### config.mk
export PLATFORM = sky130hd
export DESIGN_NAME = count_match_capture
export DESIGN_NICKNAME = d
export VERILOG_FILES = /design/src/rtl/count_match_capture.sv
export SDC_FILE = /design/constraint.sdc
export NUM_CORES = 1
export LEC_CHECK = 0
export ABC_AREA = 1
export CORE_ASPECT_RATIO = 2
export CORE_MARGIN = 3
export CORE_UTILIZATION = 35
export CTS_BUF_LIST = sky130_fd_sc_hd__clkbuf_4 sky130_fd_sc_hd__clkbuf_8 sky130_fd_sc_hd__clkbuf_16
export DETAILED_ROUTE_END_ITERATION = 8
export PLACE_DENSITY = 0.72
export SETUP_SLACK_MARGIN = 0.1
export SLEW_MARGIN = 20
export SYNTH_ARGS = -nofsm -noshare
export SYNTH_HDL_FRONTEND = slang
export SYNTH_SLANG_ARGS = --single-unit
export TNS_END_PERCENT = 20
### constraint.sdc
create_clock -name clk -period 2.6 [get_ports clk]
set_clock_uncertainty 0.1 [all_clocks]
set_input_delay 0.52 -clock clk [delete_from_list [all_inputs] [get_ports clk]]
set_output_delay 0.52 -clock clk [all_outputs]
set_load 0.005 [all_outputs]
### src/rtl/count_match_capture.sv
// Compare/PWM and trigger-capture unit downstream of the 8-bit loadable counter.
// Optional macro CMP_SHADOW_EN: compare writes go through a shadow register applied at cnt_in==0.
module count_match_capture #(
  parameter int W           = 8,
  parameter int SYNC_STAGES = 2
) (
  input  logic         clk,
  input  logic         arst_n,
  input  logic [W-1:0] cnt_in,
  input  logic         cmp_wr,
  input  logic [W-1:0] cmp_val,
  input  logic         arm,
  input  logic         cap_trig,
  input  logic         flag_clr,
  output logic         match,
  output logic         pwm_out,
  output logic [W-1:0] cap_val,
  output logic         cap_valid,
  output logic         overrun,
  output logic [1:0]   state
);

  typedef enum logic [1:0] {
    IDLE     = 2'b00,
    ARMED    = 2'b01,
    CAPTURED = 2'b10
  } state_t;

  state_t                 state_q, state_d;
  logic [W-1:0]           cmp_reg;
  logic                   eq, eq_prev;
  logic [SYNC_STAGES-1:0] sync_ff;
  logic                   hist, trig_edge;
  logic [W-1:0]           cap_val_d;
  logic                   cap_valid_d, overrun_d;

`ifdef CMP_SHADOW_EN
  logic [W-1:0] cmp_shadow;

  // A zero-crossing transfer uses the shadow as it was before this edge's write.
  always_ff @(posedge clk or negedge arst_n) begin
    if (!arst_n) begin
      cmp_shadow <= '0;
      cmp_reg    <= '0;
    end else begin
      if (cmp_wr) cmp_shadow <= cmp_val;
      if (cnt_in == '0) cmp_reg <= cmp_shadow;
    end
  end
`else
  always_ff @(posedge clk or negedge arst_n) begin
    if (!arst_n) cmp_reg <= '0;
    else if (cmp_wr) cmp_reg <= cmp_val;
  end
`endif

  assign eq = (cnt_in == cmp_reg);

  // compare stage
  always_ff @(posedge clk or negedge arst_n) begin
    if (!arst_n) begin
      eq_prev <= 1'b0;
      match   <= 1'b0;
      pwm_out <= 1'b0;
    end else begin
      eq_prev <= eq;
      match   <= eq & ~eq_prev;
      pwm_out <= (cnt_in < cmp_reg);
    end
  end

  // trigger synchronizer and edge history
  always_ff @(posedge clk or negedge arst_n) begin
    if (!arst_n) begin
      sync_ff <= '0;
      hist    <= 1'b0;
    end else begin
      sync_ff <= {sync_ff[SYNC_STAGES-2:0], cap_trig};
      hist    <= sync_ff[SYNC_STAGES-1];
    end
  end

  assign trig_edge = sync_ff[SYNC_STAGES-1] & ~hist;

  always_comb begin
    state_d     = state_q;
    cap_val_d   = cap_val;
    cap_valid_d = cap_valid;
    overrun_d   = overrun;
    if (flag_clr) begin
      state_d     = IDLE;
      cap_valid_d = 1'b0;
      overrun_d   = 1'b0;
    end else begin
      case (state_q)
        IDLE:     if (arm) state_d = ARMED;
        ARMED: begin
          if (trig_edge) begin
            cap_val_d   = cnt_in;
            cap_valid_d = 1'b1;
            state_d     = CAPTURED;
          end
        end
        CAPTURED: if (trig_edge) overrun_d = 1'b1;
        default:  state_d = IDLE;
      endcase
    end
  end

  // capture stage
  always_ff @(posedge clk or negedge arst_n) begin
    if (!arst_n) begin
      state_q   <= IDLE;
      cap_val   <= '0;
      cap_valid <= 1'b0;
      overrun   <= 1'b0;
    end else begin
      state_q   <= state_d;
      cap_val   <= cap_val_d;
      cap_valid <= cap_valid_d;
      overrun   <= overrun_d;
    end
  end

  assign state = state_q;

endmodule

==> impl_metrics.toml <==
[run_status]
run_status = "complete, no violations"

[floorplanning]
start_util = 0.369
die_h_um = 88.1
die_w_um = 47.0
io_pins = 36
core_mm2 = 0.00319
num_rows = 29
die_area_mm2 = 0.00414

[sta]
finalSetupViolations = 0
clock.fmax_mhz = 534
rsz0062_at_grt = "no"
tns_ns = 0
hold_viol_final = 0
setup_slack_ns = 0.727
finalCriticalPeriod_ns = 1.87
tightest_slew_ns = 0.421
finalCritPeriodShare = 0.720
slew_violations = 0
slew_headroom = 0.718

[route]
wirelength_um = 2140
vias = 896
routedWlPerCell_um = 11.4
drtIter0Drc = 17
drcViolationCount = 0
final_antenna_net_count = 0
firstDrtPassIters = 4
vias_per_cell = 4.79

[synth]
synth_area_per_cell_um2 = 9.90
yosysSeqAreaShare = 0.552
synth.cell_area_mm2 = 0.00118
ys_seq_elements = 26
synthCells = 119
synth.distinct_cells = 19
synth_nets = 149
yosys_warnings = 0

[setup_path]
slowest_delay_ns = 0.54
endpoint_kind = "output port"
critical_path.startpoint_type = "flop"
reg2reg_slack_ns = 1.29
crit_chain = "clkdlybuf4s50_1"
critPathTopFamily = "buffers and inverters"
slowest_stage = "clkdlybuf4s50_1"
crit_buf_inv = 1
crit_arrival_ns = 1.25
crit_type = "flop to output port"
crit_path_max_fanout = 5
critPathRequiredTime_ns = 1.98

[cts]
htree_levels = 1
holdBufCountCts = 0
cts.repair.resized = 0
cts_tree = "built"
numCtsBuffers = 3
worstSkewPairLatency_ns = 0.26
cts_buffer_depth = 2
clkTransAtPathRegs_ns = 0.08
clock_sinks = 26
postCtsSetupBuffers = 0
cts_root_buf = "clkbuf_8"

[placement]
hpwl_um = 1790
portBuffers = 35
place.gp.congestion = 0.795
pre_cts_slack_ns = 0.679

[cells_and_area]
drive_gt1_frac = 0.103
final_common_cell = "clkdlybuf4s50_1"
final_cell_mix = "35 x clkdlybuf4s50_1, 27 x nand2_1, 26 x dfrtp_1, 24 x inv_1"
nets = 188
fillers = 310
diodes = 0
syn2layout_area_growth_pct = 35.8

[grt]
grt_pass1_wl_um = 3560
grt_max_degree = 27
gr-total-overflow = 0
grt_pass1_vias = 868
antenna_found_initial = 0
track_usage = 0.117

[power]
power_density_mw_per_mm2 = 600
power.leakage_nw = 0.796
irDropWorstVdd_uv = 285

[hold_path]
hold_path.class = "flop to flop"

[job]
cap_violations = 0
## metrics by stage
step           std cells  cell area (um^2)  utilization  hold slack [ns]  total power [W]
2_1_floorplan        119              1180            -            0.124         0.000605
3_3_place_gp         184              1560        0.488            0.235         0.000750
3_5_place_dp         184              1560        0.488            0.246         0.000762
4_1_cts              187              1600        0.501            0.265         0.000978
5_1_grt              187              1600        0.501            0.271          0.00102
6_report             187              1600        0.501            0.258         0.000960
## area by class of cell
class                           count  area (um^2)  area share
Clock buffer                        3         41.3      0.0258
Inverter                           25         93.8      0.0586
Multi-Input combinational cell     66          418       0.261
Sequential cell                    26          651       0.407
Tap cell                           31         38.8      0.0242
Timing Repair Buffer               36          358       0.224
## synth_stat cells
| cell | count | area [um^2] |
|---|---|---|
| nor3_1 | 1 | 5.00 |
| mux2_2 | 1 | 11.3 |
| dfrtp_1 | 26 | 651 |
| inv_1 | 24 | 90.1 |
| nand3_1 | 3 | 15.0 |
| a21oi_1 | 3 | 15.0 |
| nor2_4 | 1 | 11.3 |
| nand4_1 | 1 | 6.26 |
| ha_1 | 8 | 100 |
| o31ai_1 | 1 | 7.51 |
| buf_6 | 1 | 11.3 |
| a31oi_1 | 1 | 6.26 |
| nand4_4 | 1 | 21.3 |
| nor2_1 | 2 | 7.51 |
| nand2_1 | 27 | 101 |
| o21ai_0 | 8 | 40.0 |
| o21ai_2 | 8 | 70.1 |
| buf_2 | 1 | 5.00 |
| inv_2 | 1 | 3.75 |
## kinds of logic (layout without fill, tap and decap cells)
family / Yosys count / after routing / share of synthesized area
buffers and inverters: 27 / 64 / 0.0934
adders and majority gates: 8 / 8 / 0.0849
muxes: 1 / 1 / 0.00955
DFF: 26 / 26 / 0.552
AOI/OAI and AO/OA: 21 / 21 / 0.118
and+or+nand+nor: 36 / 36 / 0.142
## where the power goes
part	switching, W	total (W)	internal (W)
combinational	0.000103	0.000255	0.000152
sequential	0.0000295	0.000491	0.000462
clock	0.000111	0.000214	0.000103
total	0.000243	0.000960	0.000717
## final timing paths
| kind | from | endpoint | cells after the start |
|---|---|---|---|
| worst max register to register | state[1] | cap_val[0] | 4 |
| worst max-delay path | state[0] | state[0] | 1 |
| worst min register to register | sync_ff[0] | sync_ff[1] | 0 |
| worst min-delay path | sync_ff[0] | sync_ff[1] | 0 |
| min in group asynchronous | arst_n | cap_val[2] | 2 |
| max in group asynchronous | arst_n | cap_val[4] | 2 |
## layer usage
| metal | vias up | track usage | part of all wire |
|---|---|---|---|
| li1 | 447 | - | - |
| met1 | 416 | 0.117 | 0.36 |
| met2 | 29 | 0.223 | 0.56 |
| met3 | 4 | 0.0123 | 0.060 |
| met4 | 0 | 0.0529 | 0.020 |
| met5 | - | 0 | 0 |
No activity file was read; power rests on OpenSTA's default activity.
==> edit (config.mk and constraints unchanged) <==
The output `pwm_out` loses its register stage (`pwm_out` becomes a continuous assignment).
--- a/src/rtl/count_match_capture.sv
+++ b/src/rtl/count_match_capture.sv
@@ -63,3 +63,2 @@
       match   <= 1'b0;
-      pwm_out <= 1'b0;
     end else begin
@@ -67,5 +66,6 @@
       match   <= eq & ~eq_prev;
-      pwm_out <= (cnt_in < cmp_reg);
     end
   end
+
+  assign pwm_out = (cnt_in < cmp_reg);
 
Check against the original RTL: not equivalent (Yosys sat finds a counterexample within 4 cycles, from zero or initial values and one cycle with arst_n low).
==> edit against the unedited design <==
Cell area is 1.9% higher. Critical endpoint is now pwm_out. Total power rose by 0.73%. Largest cell class unchanged. Synthesized cell count down 0.84%. Sequential cell count decreased by 1. Wire length grew 5.0%. Setup slack got worse by 480 ps. Critical path depth rose by 7. Die area fell by 1.9%. Global-route usage increased by 0.26 points. Synthesized area decreased by 2.1%. Highest routed layer unchanged. Via count shrank 0.33%.
==> edit: results (changes against the unedited design) <==
- In the synthesized netlist, the cells that appear most often are nand2_1 (27), dfrtp_1 (25), inv_1 (24).
- The post-synthesis sequential area ratio is 54.23% (-0.97 points).
- Share of cell area taken by muxes after synthesis: 0.9761% (+0.021 points)
- The post-synthesis compound-gate area fraction was 12.04% (+0.26 points).
* Worst Reg2Reg Path Length in Cells: 7 (+3)
- The total number of sequential cells was 25 (-3.8%).
- Worst setup endpoint: pwm_out
- The final-layout clock-cell area share was 2.993% (+0.41 points).
- Number of global-route vias before repair: 914 (+5.3%)
- Met1 capacity usage during global routing: 11.84% (+0.12 points)
- Status: finished clean
- The total wirelength of the detailed-routed design came to 2.244 mm (+5.0%).
- The wire length on met3 is 114 um (-11%).
- Global-route total usage across every layer: 12.01% (+0.26 points)
- The placer's final routability congestion estimate was 0.7088 (-11%).
- Worst-case vdd ir drop: 0.3092 mV (+8.4%)
* Layout clock buffer count: 4 (+1)
- The net total in the final layout came to 189 (+0.53%).
- Critical Path AT: 1730 ps (+480 ps)
- Sum of routed wire segments on met1: 809 um (+4.7%)
- Adder-cell share of the synthesized area: 8.677% (+0.18 points)
- The delay of the slowest critical-path stage is 490 ps (-50 ps).
* Origin of the worst setup path: cnt_in[2]
- Fraction of layout cells with a size suffix above 1: 15.19% (+4.9 points)
- The reported leakage power came to 0.8275 nW (+4.0%).
[edit: cell count changes after synthesis]
cell | unedited run | this run
dfrtp_1 | 26 | 25
[edit: power by group through the flow]
stage	Sequential, mW	Combinational [mW]	Clock [mW]
final	0.473	0.265	0.229
after global routing	0.479	0.299	0.253
after CTS	0.474	0.268	0.238
after detailed placement	0.481	0.263	0
after global placement	0.477	0.257	0
after floorplan	0.481	0.104	0
[edit: through the flow]
stage / instance area, sq um / TNS [ps] / setup slack, ps
after floorplan: 1154 / 0 / 792.9
after global placement: 1548 / -223.3 / -223.3
after detailed placement: 1548 / -224.5 / -224.5
after CTS: 1613 / 0 / 115.4
after global routing: 1630 / 0 / 150.5
final: 1630 / 0 / 249.1
[edit: what timing repair did]
action                                  CTS  global route
resized for setup                         6             6
cloned                                    0             0
pin swaps                                 1             4
endpoints found under the setup margin    1             1
hold buffers                              0             0
